**src/rtl/decode_pkg.sv**
```systemverilog
// Shared widths, condition codes, decoded-entry type and condition evaluation
// for the decode stage.
package decode_pkg;

  localparam int REG_ADDR_W_DEF = 3;
  localparam int OPCODE_W_DEF   = 4;
  localparam int COND_W_DEF     = 2;
  localparam int INST_W_DEF     = 16;
  localparam int CNT_W_DEF      = 16;

  typedef enum logic [1:0] {
    COND_AL = 2'd0,
    COND_EQ = 2'd1,
    COND_NE = 2'd2,
    COND_MI = 2'd3
  } cond_e;

  typedef struct packed {
    logic [COND_W_DEF-1:0]     cond;
    logic [OPCODE_W_DEF-1:0]   op_code;
    logic [REG_ADDR_W_DEF-1:0] dest;
    logic [REG_ADDR_W_DEF-1:0] src1;
    logic [REG_ADDR_W_DEF-1:0] src2;
    logic                      shift;
    logic                      exec;
  } decoded_inst_t;

  // Cond arrives zero-extended so one function serves any COND_W; codes above MI never run.
  function automatic logic eval_cond(input logic [31:0] cond, input logic flag_z,
                                     input logic flag_n);
    logic result;
    case (cond)
      32'(COND_AL): result = 1'b1;
      32'(COND_EQ): result = flag_z;
      32'(COND_NE): result = !flag_z;
      32'(COND_MI): result = flag_n;
      default:      result = 1'b0;
    endcase
    return result;
  endfunction

endpackage

```
**src/rtl/inst_field_split.sv**
```systemverilog
// Combinational slicer: instruction word plus flags into a packed entry laid out
// like decoded_inst_t (cond, op_code, dest, src1, src2, shift, exec).
module inst_field_split
  import decode_pkg::*;
#(
  parameter int REG_ADDR_W = REG_ADDR_W_DEF,
  parameter int OPCODE_W   = OPCODE_W_DEF,
  parameter int COND_W     = COND_W_DEF,
  parameter int INST_W     = INST_W_DEF
) (
  input  logic [INST_W-1:0]                            inst,
  input  logic                                         flag_z,
  input  logic                                         flag_n,
  output logic [COND_W+OPCODE_W+3*REG_ADDR_W+1:0]      fields
);

  localparam int SRC2_LSB = 1;
  localparam int SRC1_LSB = SRC2_LSB + REG_ADDR_W;
  localparam int DEST_LSB = SRC1_LSB + REG_ADDR_W;
  localparam int OP_LSB   = DEST_LSB + REG_ADDR_W;

  logic [COND_W-1:0] cond;

  assign cond   = inst[INST_W-1 -: COND_W];
  assign fields = {cond,
                   inst[OP_LSB   +: OPCODE_W],
                   inst[DEST_LSB +: REG_ADDR_W],
                   inst[SRC1_LSB +: REG_ADDR_W],
                   inst[SRC2_LSB +: REG_ADDR_W],
                   inst[0],
                   eval_cond(32'(cond), flag_z, flag_n)};

endmodule

```
**src/rtl/decode_stage.sv**
```systemverilog
// Registered decode stage with a one-entry output register plus one skid entry.
// Optional statistics counters are enabled with the DECODE_STATS_EN macro.
module decode_stage
  import decode_pkg::*;
#(
  parameter int REG_ADDR_W = REG_ADDR_W_DEF,
  parameter int OPCODE_W   = OPCODE_W_DEF,
  parameter int COND_W     = COND_W_DEF,
  parameter int INST_W     = INST_W_DEF,
  parameter int CNT_W      = CNT_W_DEF
) (
  input  logic                  clk,
  input  logic                  rst_n,
  input  logic                  flush,
  input  logic                  in_valid,
  output logic                  in_ready,
  input  logic [INST_W-1:0]     in_inst,
  input  logic                  flag_z,
  input  logic                  flag_n,
  output logic                  out_valid,
  input  logic                  out_ready,
  output logic [COND_W-1:0]     out_cond,
  output logic [OPCODE_W-1:0]   out_op_code,
  output logic [REG_ADDR_W-1:0] out_dest_reg,
  output logic [REG_ADDR_W-1:0] out_src_reg_1,
  output logic [REG_ADDR_W-1:0] out_src_reg_2,
  output logic                  out_shift,
  output logic                  out_exec
`ifdef DECODE_STATS_EN
  ,
  output logic [CNT_W-1:0]      stat_decoded,
  output logic [CNT_W-1:0]      stat_squashed
`endif
);

  if (INST_W != COND_W + OPCODE_W + 3 * REG_ADDR_W + 1) begin : g_bad_inst_w
    $error("decode_stage: INST_W must equal COND_W+OPCODE_W+3*REG_ADDR_W+1");
  end
  if (COND_W < 2) begin : g_bad_cond_w
    $error("decode_stage: COND_W must be at least 2");
  end
  if (CNT_W < 1) begin : g_bad_cnt_w
    $error("decode_stage: CNT_W must be at least 1");
  end

  typedef struct packed {
    logic [COND_W-1:0]     cond;
    logic [OPCODE_W-1:0]   op_code;
    logic [REG_ADDR_W-1:0] dest;
    logic [REG_ADDR_W-1:0] src1;
    logic [REG_ADDR_W-1:0] src2;
    logic                  shift;
    logic                  exec;
  } entry_t;

  logic [$bits(entry_t)-1:0] split_bits;
  entry_t new_entry;
  entry_t out_entry;
  entry_t skid_entry;
  logic   skid_valid;
  logic   accept;
  logic   drain;

  inst_field_split #(
    .REG_ADDR_W(REG_ADDR_W),
    .OPCODE_W  (OPCODE_W),
    .COND_W    (COND_W),
    .INST_W    (INST_W)
  ) u_split (
    .inst  (in_inst),
    .flag_z(flag_z),
    .flag_n(flag_n),
    .fields(split_bits)
  );

  assign new_entry = entry_t'(split_bits);
  assign in_ready  = !skid_valid;
  assign accept    = in_valid && in_ready && !flush;
  assign drain     = out_valid && out_ready;

  // A full skid implies in_ready=0, so draining it never races a new acceptance.
  always_ff @(posedge clk or negedge rst_n) begin
    if (!rst_n) begin
      out_valid  <= 1'b0;
      skid_valid <= 1'b0;
      out_entry  <= '0;
      skid_entry <= '0;
    end else if (flush) begin
      out_valid  <= 1'b0;
      skid_valid <= 1'b0;
    end else if (!out_valid || out_ready) begin
      if (skid_valid) begin
        out_entry  <= skid_entry;
        out_valid  <= 1'b1;
        skid_valid <= 1'b0;
      end else begin
        out_valid <= accept;
        if (accept) out_entry <= new_entry;
      end
    end else if (accept) begin
      skid_entry <= new_entry;
      skid_valid <= 1'b1;
    end
  end

  assign out_cond      = out_entry.cond;
  assign out_op_code   = out_entry.op_code;
  assign out_dest_reg  = out_entry.dest;
  assign out_src_reg_1 = out_entry.src1;
  assign out_src_reg_2 = out_entry.src2;
  assign out_shift     = out_entry.shift;
  assign out_exec      = out_entry.exec;

`ifdef DECODE_STATS_EN
  // Counts what downstream actually saw, so flush does not suppress or clear it.
  always_ff @(posedge clk or negedge rst_n) begin
    if (!rst_n) begin
      stat_decoded  <= '0;
      stat_squashed <= '0;
    end else if (drain) begin
      if (stat_decoded != '1) stat_decoded <= stat_decoded + CNT_W'(1);
      if (!out_entry.exec && stat_squashed != '1) stat_squashed <= stat_squashed + CNT_W'(1);
    end
  end
`else
  logic unused_drain;
  assign unused_drain = drain;
`endif

endmodule

```
**config.mk**
```make
export PLATFORM = sky130hd
export DESIGN_NAME = decode_stage
export DESIGN_NICKNAME = d
export VERILOG_FILES = /design/src/rtl/decode_pkg.sv /design/src/rtl/inst_field_split.sv /design/src/rtl/decode_stage.sv
export SDC_FILE = /design/constraint.sdc
export NUM_CORES = 1
export LEC_CHECK = 0
export CAP_MARGIN = 20
export CELL_PAD_IN_SITES_DETAIL_PLACEMENT = 2
export CELL_PAD_IN_SITES_GLOBAL_PLACEMENT = 2
export CORE_MARGIN = 1
export CORE_UTILIZATION = 30
export CTS_CLUSTER_DIAMETER = 150
export CTS_CLUSTER_SIZE = 24
export DETAILED_ROUTE_END_ITERATION = 8
export HOLD_SLACK_MARGIN = 0.15
export PLACE_DENSITY = 0.7
export SLEW_MARGIN = 25
export SYNTH_ARGS = -nofsm -noshare
export SYNTH_HDL_FRONTEND = slang
export SYNTH_SLANG_ARGS = --single-unit
```
**constraint.sdc**
```tcl
create_clock -name clk -period 3.3 [get_ports clk]
set_input_delay 0.825 -clock clk [delete_from_list [all_inputs] [get_ports clk]]
set_output_delay 0.825 -clock clk [all_outputs]
set_load 0.02 [all_outputs]
```
==> run_summary.xml, run 1 <==
<?xml version="1.0" encoding="UTF-8"?>
<metrics>
  <group name="run_status">
    <metric name="status" unit="">completed</metric>
  </group>
  <group name="synth">
    <metric name="synth_top_cell_by_area" unit="">dfrtp_1</metric>
    <metric name="synth_most_common_cell" unit="">mux2_2</metric>
    <metric name="yosys-top-cells-count" unit="">48 x mux2_2, 36 x dfrtp_1, 3 x inv_1, 3 x mux2i_1</metric>
    <metric name="synth.cell_area" unit="sq mm">0.00162</metric>
    <metric name="synth-seq-area-share" unit="%">55.8</metric>
    <metric name="most_common_flop_cell_mapped_by_yosys" unit="">dfrtp_1</metric>
    <metric name="ys_seq_elements" unit="">36</metric>
    <metric name="yosysUniqueCellTypes" unit="">16</metric>
    <metric name="syn_area_per_cell" unit="sq um">15.4</metric>
    <metric name="synth-warning-count" unit="">0</metric>
    <metric name="number_of_enable_flip_flop_cells_after_synthesis" unit="">0</metric>
    <metric name="syn-instance-count" unit="">105</metric>
    <metric name="synthDominantCellAreaShare" unit="%">55.8</metric>
    <metric name="ys_top_cells_by_area" unit="">dfrtp_1 56%, mux2_2 33%, mux2i_1 1.9%</metric>
    <metric name="mappedNetlistNets" unit="">128</metric>
    <metric name="share_of_flip_flops_with_an_asynchronous_set_or_reset" unit="%">100</metric>
  </group>
  <group name="global_routing">
    <metric name="first_pass_grt_wire_length" unit="um">5900</metric>
    <metric name="grt_pass1_vias" unit="">1198</metric>
    <metric name="pin_count_of_the_biggest_net_entering_global_routing" unit="">37</metric>
    <metric name="grt-ovfl-total" unit="">0</metric>
    <metric name="grt_antenna_before_repair" unit="">0</metric>
    <metric name="groute.usage.overall" unit="%">14.6</metric>
  </group>
  <group name="placement">
    <metric name="placement.io_buffers" unit="">41</metric>
    <metric name="cell_area_after_placement" unit="sq mm">0.00211</metric>
    <metric name="place.gp.congestion" unit="">0.649</metric>
    <metric name="hpwl" unit="um">2580</metric>
    <metric name="dp_slack" unit="ns">0.810</metric>
  </group>
  <group name="cts">
    <metric name="cts-hold-fix-buffers" unit="">0</metric>
    <metric name="ctsHtreeMaxLevel" unit="">2</metric>
    <metric name="cts_setup_buffers" unit="">0</metric>
    <metric name="clk_pin_slew_worst_paths" unit="ns">0.07</metric>
    <metric name="postCtsResizedCells" unit="">0</metric>
    <metric name="tritoncts" unit="">done</metric>
    <metric name="ctsLongestPathBuffers" unit="">2</metric>
    <metric name="cts_made_buffers" unit="">5</metric>
    <metric name="clk_latency" unit="ns">0.29</metric>
    <metric name="clock_tree_root_driver_cell" unit="">clkbuf_8</metric>
    <metric name="cts_num_sinks" unit="">36</metric>
  </group>
  <group name="timing">
    <metric name="max_slew_headroom" unit="%">45.0</metric>
    <metric name="max_freq" unit="GHz">0.458</metric>
    <metric name="worst_clock_skew" unit="ns">0.00645</metric>
    <metric name="totalNegativeSetupSlack" unit="ns">0</metric>
    <metric name="report.final.hold_viol_count" unit="">0</metric>
    <metric name="unrepaired_setup_endpoints_after_global_routing" unit="">no</metric>
    <metric name="final.period_utilization" unit="%">66.2</metric>
    <metric name="transition_at_the_pin_with_the_smallest_max_transition_slack" unit="ns">0.825</metric>
    <metric name="report.final.slew_viol_count" unit="">0</metric>
    <metric name="setup-violations-final" unit="">0</metric>
    <metric name="finalWorstSetupSlack" unit="ns">1.12</metric>
    <metric name="period_minus_slack" unit="ns">2.18</metric>
  </group>
  <group name="setup_path">
    <metric name="critical_path.startpoint_type" unit="">flip-flop</metric>
    <metric name="crit_path_max_incr_delay" unit="ns">0.60</metric>
    <metric name="critical_path_arrival" unit="ns">1.36</metric>
    <metric name="timing.critical_path.to_type" unit="">output port</metric>
    <metric name="criticalPathCategory" unit="">flip-flop to output port</metric>
    <metric name="worst_path_max_delay_cell" unit="">clkdlybuf4s50_1</metric>
    <metric name="cp.required" unit="ns">2.47</metric>
    <metric name="path_max_fanout" unit="">2</metric>
    <metric name="path_cells" unit="">inv_1 -&gt; clkdlybuf4s50_1</metric>
  </group>
  <group name="routing">
    <metric name="avgViaCountPerCell" unit="">4.70</metric>
    <metric name="wl_met2" unit="um">1880</metric>
    <metric name="finalWirelength" unit="um">3640</metric>
    <metric name="ant_nets" unit="">0</metric>
    <metric name="route.vias.total" unit="">1053</metric>
    <metric name="detailedRoute.firstIterationViolations" unit="">51</metric>
    <metric name="detailed_route_wire_length_on_metal_1" unit="um">1510</metric>
    <metric name="met3_length" unit="um">205</metric>
    <metric name="wl_per_cell" unit="um">16.3</metric>
    <metric name="top_layer" unit="">met4</metric>
    <metric name="drt-pass1-iter-count" unit="">3</metric>
    <metric name="drc" unit="">0</metric>
  </group>
  <group name="layout">
    <metric name="num-fill-cells" unit="">539</metric>
    <metric name="largest-register" unit="">skid_entry</metric>
    <metric name="area_delta_synth_final" unit="%">36.2</metric>
    <metric name="finalNetCount" unit="">176</metric>
    <metric name="postLayoutCellArea" unit="sq mm">0.00220</metric>
    <metric name="max_reg_flops" unit="">17</metric>
    <metric name="final_core_utilization" unit="%">42.8</metric>
    <metric name="share_of_post_route_cells_with_drive_strength_above_1" unit="%">41.6</metric>
    <metric name="num_antenna_cells" unit="">0</metric>
  </group>
  <group name="pwr">
    <metric name="vdd_ir_max" unit="V">0.000186</metric>
    <metric name="p_int" unit="uW">884</metric>
    <metric name="power.total" unit="uW">1220</metric>
    <metric name="p_seq_share" unit="%">48.0</metric>
    <metric name="combPwrFrac" unit="%">25.1</metric>
    <metric name="total_switching_power" unit="uW">334</metric>
    <metric name="power_frac_clock" unit="%">26.9</metric>
    <metric name="power.switching_fraction" unit="%">27.4</metric>
    <metric name="power_density" unit="mW/mm^2">554</metric>
    <metric name="power_leakage" unit="uW">0.000902</metric>
  </group>
  <group name="die">
    <metric name="fp.dieArea" unit="sq mm">0.00568</metric>
    <metric name="initial_core_utilization" unit="%">31.4</metric>
    <metric name="boundaryPins" unit="">42</metric>
    <metric name="die-width" unit="um">75.4</metric>
    <metric name="placement_rows" unit="">26</metric>
    <metric name="placeableCoreArea" unit="sq mm">0.00514</metric>
    <metric name="die_height" unit="um">75.4</metric>
  </group>
  <group name="flow_run">
    <metric name="timing.max_cap.violations" unit="">0</metric>
  </group>
  <group name="min_path">
    <metric name="holdCritPathClass" unit="">flip-flop to flip-flop</metric>
  </group>
</metrics>
==> per-stage QoR <==
step / hold WS (ns) / cells
after floorplan: 0.475 / 105
after detailed placement: 0.493 / 216
after global routing: 0.518 / 224
final: 0.504 / 224
after global placement: 0.483 / 216
after CTS: 0.510 / 224
==> final cells by class <==
| type | instances | area (sq um) | area share (%) |
|---|---|---|---|
| sequential | 36 | 901 | 41.0 |
| clock buffer | 7 | 86.3 | 3.92 |
| timing repair buffer | 45 | 435 | 19.8 |
| multi-input combinational | 62 | 671 | 30.5 |
| clock inverter | 1 | 7.51 | 0.341 |
| inverter | 3 | 11.3 | 0.512 |
| tap | 70 | 87.6 | 3.98 |
==> per-layer routing <==
metal  GRT usage, %  vias up
met5              0        -
met3           4.50        5
li1               -      470
met4           4.94        0
met2           26.8       32
met1           16.1      546
==> worst paths after layout <==
| kind | startpoint | to | slack (ns) | cells after the start |
|---|---|---|---|---|
| min in group asynchronous | rst_n | skid_entry[7]$_DFFE_PN0P_ | 0.63 | 1 |
| worst min-delay path | skid_entry[14]$_DFFE_PN0P_ | skid_entry[14]$_DFFE_PN0P_ | 0.50 | 1 |
| worst max-delay path | skid_valid$_DFFE_PN0P_ | in_ready | 1.12 | 2 |
| max in group asynchronous | rst_n | skid_entry[1]$_DFFE_PN0P_ | 2.15 | 1 |
| worst min register to register | skid_entry[14]$_DFFE_PN0P_ | skid_entry[14]$_DFFE_PN0P_ | 0.50 | 1 |
| worst max register to register | skid_valid$_DFFE_PN0P_ | out_shift$_DFFE_PN0P_ | 1.56 | 5 |
==> cells by family (layout without fill, tap and decap cells) <==
kind of cell           count (synthesis)  count (layout)  synth area share (%)
AOI/OAI and AO/OA                      2               2                 0.774
buffers and inverters                  7              56                  2.71
DFF                                   36              36                  55.8
muxes                                 51              51                  35.3
and+or+nand+nor                        9               9                  5.42
==> cell usage in the layout (no fill, tap or decap) <==
cell type / synthesis / layout
mux2_2: 48 / 48
o31ai_1: 1 / 1
and2b_2: 1 / 1
clkbuf_1: 0 / 1
nor2_1: 2 / 2
a21oi_1: 1 / 1
mux2i_1: 3 / 3
nand2b_4: 1 / 1
nor4b_4: 1 / 1
buf_2: 2 / 1
nor3_4: 1 / 1
and3_1: 1 / 1
buf_4: 0 / 4
dfrtp_1: 36 / 36
nand2b_1: 1 / 1
nor3_1: 1 / 1
clkinvlp_4: 0 / 1
clkdlybuf4s50_1: 0 / 40
clkbuf_8: 0 / 6
inv_1: 3 / 3
==> power groups by stage <==
| stage | Sequential [uW] | Clock (uW) | Combinational, uW |
|---|---|---|---|
| final | 584 | 328 | 306 |
| after global routing | 598 | 358 | 331 |
| after CTS | 587 | 347 | 313 |
| after detailed placement | 595 | 0 | 311 |
| after global placement | 587 | 0 | 299 |
| after floorplan | 631 | 0 | 117 |
==> worst max-delay path: cells and delay by family, from the launching register on <==
kind     cells  cell delay (ns)
buf+inv      2             0.68
flops        1             0.40
No activity file was read; power rests on OpenSTA's default activity.
==> run 2, diff against run 1 <==
--- a/config.mk
+++ b/config.mk
@@ -9,12 +9,12 @@
 export CELL_PAD_IN_SITES_DETAIL_PLACEMENT = 2
 export CELL_PAD_IN_SITES_GLOBAL_PLACEMENT = 2
 export CORE_MARGIN = 1
-export CORE_UTILIZATION = 30
+export CORE_UTILIZATION = 29
 export CTS_CLUSTER_DIAMETER = 150
 export CTS_CLUSTER_SIZE = 24
 export DETAILED_ROUTE_END_ITERATION = 8
 export HOLD_SLACK_MARGIN = 0.15
-export PLACE_DENSITY = 0.7
+export PLACE_DENSITY = 0.71
 export SLEW_MARGIN = 25
 export SYNTH_ARGS = -nofsm -noshare
 export SYNTH_HDL_FRONTEND = slang
==> constraint.sdc (replaced) <==
create_clock -name clk -period 1.8 [get_ports clk]
set_input_delay 0.45 -clock clk [delete_from_list [all_inputs] [get_ports clk]]
set_output_delay 0.45 -clock clk [all_outputs]
set_load 0.02 [all_outputs]
==> run 2 against run 1 <==
  * Combinational power increased by 87%
  * Sequential share of layout area decreased by 0.75 points
  * Register-to-register slack got worse by 1.3 ns
  * Critical path depth increased by 3
  * Non-clock buffer count increased by 5
  * Sequential power increased by 83%
  * Critical endpoint is now out_shift$_DFFE_PN0P_
  * Largest cell class unchanged
  * Highest routed layer unchanged
==> run_summary.xml, run 2 (synthesis results as in run 1) <==
<?xml version="1.0" encoding="UTF-8"?>
<metrics>
  <group name="routing">
    <metric name="detailedRoute.firstIterationViolations" unit="">37</metric>
    <metric name="ant_nets" unit="">0</metric>
    <metric name="wl_per_cell" unit="um">16.2</metric>
    <metric name="avgViaCountPerCell" unit="">4.61</metric>
    <metric name="finalWirelength" unit="um">3710</metric>
    <metric name="drt-pass1-iter-count" unit="">2</metric>
    <metric name="drc" unit="">0</metric>
    <metric name="route.vias.total" unit="">1055</metric>
  </group>
  <group name="die">
    <metric name="die-width" unit="um">76.6</metric>
    <metric name="die_height" unit="um">76.6</metric>
    <metric name="placeableCoreArea" unit="sq mm">0.00524</metric>
    <metric name="fp.dieArea" unit="sq mm">0.00587</metric>
    <metric name="boundaryPins" unit="">42</metric>
    <metric name="placement_rows" unit="">26</metric>
    <metric name="initial_core_utilization" unit="%">30.8</metric>
  </group>
  <group name="global_routing">
    <metric name="grt-ovfl-total" unit="">0</metric>
    <metric name="groute.usage.overall" unit="%">13.9</metric>
    <metric name="grt_pass1_vias" unit="">1200</metric>
    <metric name="pin_count_of_the_biggest_net_entering_global_routing" unit="">37</metric>
    <metric name="grt_antenna_before_repair" unit="">0</metric>
    <metric name="first_pass_grt_wire_length" unit="um">6190</metric>
  </group>
  <group name="setup_path">
    <metric name="reg2regPathDepth" unit="">4</metric>
    <metric name="timing.critical_path.to_type" unit="">flip-flop</metric>
    <metric name="path_max_fanout" unit="">9</metric>
    <metric name="worst_path_max_delay_cell" unit="">clkdlybuf4s50_1</metric>
    <metric name="path_cells" unit="">clkdlybuf4s50_1 -&gt; and2b_2 -&gt; nor3_4 -&gt; buf_4 -&gt; mux2_2</metric>
    <metric name="crit_family" unit="">buffers and inverters</metric>
    <metric name="criticalPathCategory" unit="">input pin to flip-flop</metric>
    <metric name="flop2flop_setup_slack" unit="ns">0.29</metric>
    <metric name="rr_endpoint" unit="">out_shift$_DFFE_PN0P_</metric>
    <metric name="capture_point_of_the_critical_path" unit="">out_shift$_DFFE_PN0P_</metric>
    <metric name="cp.required" unit="ns">1.96</metric>
    <metric name="critical_path_arrival" unit="ns">1.91</metric>
    <metric name="critical_path.startpoint_type" unit="">input pin</metric>
    <metric name="regToRegStartpoint" unit="">out_valid$_DFFE_PN0N_</metric>
    <metric name="critical_path_origin" unit="">out_ready</metric>
    <metric name="critPathBufInv" unit="">2</metric>
    <metric name="cp.depth" unit="">5</metric>
    <metric name="crit_path_max_incr_delay" unit="ns">0.47</metric>
  </group>
  <group name="cts">
    <metric name="cts_setup_buffers" unit="">0</metric>
    <metric name="cts_made_buffers" unit="">5</metric>
    <metric name="clk_latency" unit="ns">0.29</metric>
    <metric name="cts_num_sinks" unit="">36</metric>
    <metric name="tritoncts" unit="">done</metric>
    <metric name="clk_pin_slew_worst_paths" unit="ns">0.08</metric>
    <metric name="clock_tree_root_driver_cell" unit="">clkbuf_8</metric>
    <metric name="ctsLongestPathBuffers" unit="">2</metric>
    <metric name="ctsHtreeMaxLevel" unit="">2</metric>
  </group>
  <group name="run_status">
    <metric name="status" unit="">completed</metric>
  </group>
  <group name="pwr">
    <metric name="power_frac_clock" unit="%">26.8</metric>
    <metric name="power.switching_fraction" unit="%">27.3</metric>
    <metric name="vdd_ir_max" unit="V">0.000402</metric>
    <metric name="total_switching_power" unit="uW">612</metric>
    <metric name="p_seq_share" unit="%">47.7</metric>
    <metric name="power_density" unit="mW/mm^2">999</metric>
    <metric name="power_leakage" unit="uW">0.000948</metric>
    <metric name="combPwrFrac" unit="%">25.5</metric>
    <metric name="power.total" unit="uW">2240</metric>
    <metric name="p_int" unit="uW">1630</metric>
  </group>
  <group name="layout">
    <metric name="finalNetCount" unit="">181</metric>
    <metric name="share_of_post_route_cells_with_drive_strength_above_1" unit="%">43.4</metric>
    <metric name="largest-register" unit="">skid_entry</metric>
    <metric name="max_reg_flops" unit="">17</metric>
    <metric name="highest_count_cells_in_the_layout_ignoring_fill_and_taps" unit="">48 x mux2_2, 37 x clkdlybuf4s50_1, 36 x dfrtp_1, 9 x buf_4, 6 x clkbuf_8</metric>
    <metric name="num_antenna_cells" unit="">0</metric>
    <metric name="num-fill-cells" unit="">538</metric>
    <metric name="area_delta_synth_final" unit="%">38.7</metric>
    <metric name="most_frequent_standard_cell_in_the_layout_excluding_fill_and_tap_cells" unit="">mux2_2</metric>
  </group>
  <group name="timing">
    <metric name="report.final.hold_viol_count" unit="">0</metric>
    <metric name="worst_clock_skew" unit="ns">0.00926</metric>
    <metric name="unrepaired_setup_endpoints_after_global_routing" unit="">yes</metric>
    <metric name="period_minus_slack" unit="ns">1.74</metric>
    <metric name="setup-violations-final" unit="">0</metric>
    <metric name="max_freq" unit="GHz">0.574</metric>
    <metric name="final.period_utilization" unit="%">96.7</metric>
    <metric name="totalNegativeSetupSlack" unit="ns">0</metric>
    <metric name="report.final.slew_viol_count" unit="">0</metric>
    <metric name="max_slew_headroom" unit="%">68.6</metric>
    <metric name="finalWorstSetupSlack" unit="ns">0.0585</metric>
    <metric name="transition_at_the_pin_with_the_smallest_max_transition_slack" unit="ns">0.470</metric>
    <metric name="fin_hold_ws" unit="ns">0.194</metric>
  </group>
  <group name="flow_run">
    <metric name="timing.max_cap.violations" unit="">0</metric>
  </group>
  <group name="placement">
    <metric name="place.gp.congestion" unit="">0.700</metric>
    <metric name="hpwl" unit="um">2780</metric>
    <metric name="placement.io_buffers" unit="">41</metric>
    <metric name="dp_slack" unit="ns">-0.263</metric>
  </group>
  <group name="min_path">
    <metric name="holdCritPathClass" unit="">input pin to asynchronous set/reset pin</metric>
  </group>
</metrics>
[run 2: power groups by stage]
| stage | registers (uW) | clock network [uW] | logic (uW) |
|---|---|---|---|
| after CTS | 1070 | 636 | 584 |
| after detailed placement | 1090 | 0 | 582 |
| final | 1070 | 599 | 571 |
| after floorplan | 1160 | 0 | 214 |
| after global routing | 1090 | 661 | 611 |
| after global placement | 1080 | 0 | 560 |
[run 2: worst register-to-register path: stages (launching register included)]
cell and delay [ns]:
dfrtp_1 0.42, and2b_2 0.23, nor3_4 0.18, buf_4 0.22
mux2_2 0.35
[run 2: metal layers]
metal / routed length (um) / share of wire, % / global-route usage [%]
met1: 1610 / 43 / 16.8
met2: 1850 / 50 / 23.3
met3: 215 / 5.8 / 4.55
met4: 36 / 0.97 / 4.04
met5: 0 / 0 / 0
[run 2: area by class of cell]
type                    instances  area [sq um]  share of cell area (%)
flip-flops and latches         36           901                    40.2
repair buffers                 50           477                    21.3
multi-input cells              62           671                    29.9
clock inverters                 1          7.51                   0.335
inverters                       3          11.3                   0.503
clock buffers                   7          86.3                    3.85
well taps                      70          87.6                    3.91
[run 2: worst min path at each step]
stage | start | to | slack (ns) | cells past startpoint
2_1_floorplan | rst_n | out_cond[0]$_DFFE_PN0P_ | 0.15 | 0
6_report | rst_n | out_exec$_DFFE_PN0P_ | 0.19 | 2
3_3_place_gp | skid_entry[8]$_DFFE_PN0P_ | skid_entry[8]$_DFFE_PN0P_ | 0.48 | 1
4_1_cts | rst_n | out_exec$_DFFE_PN0P_ | 0.21 | 2
5_1_grt | rst_n | out_exec$_DFFE_PN0P_ | 0.23 | 2
3_5_place_dp | skid_entry[1]$_DFFE_PN0P_ | skid_entry[1]$_DFFE_PN0P_ | 0.49 | 1
[run 2: per-stage QoR]
| step | area (sq um) | cells | util, % |
|---|---|---|---|
| 2_1_floorplan | 1620 | 105 | - |
| 4_1_cts | 2240 | 229 | 42.7 |
| 3_5_place_dp | 2140 | 221 | 40.9 |
| 3_3_place_gp | 2140 | 221 | 40.9 |
| 5_1_grt | 2240 | 229 | 42.8 |
| 6_report | 2240 | 229 | 42.8 |
[run 2: timing repair]
item | CTS | global route
hold endpoints to repair | 0 | 0
setup endpoints to repair | 1 | 3
gates resized for setup | 1 | 2
gates cloned | 0 | 0
hold buffers | 0 | 0
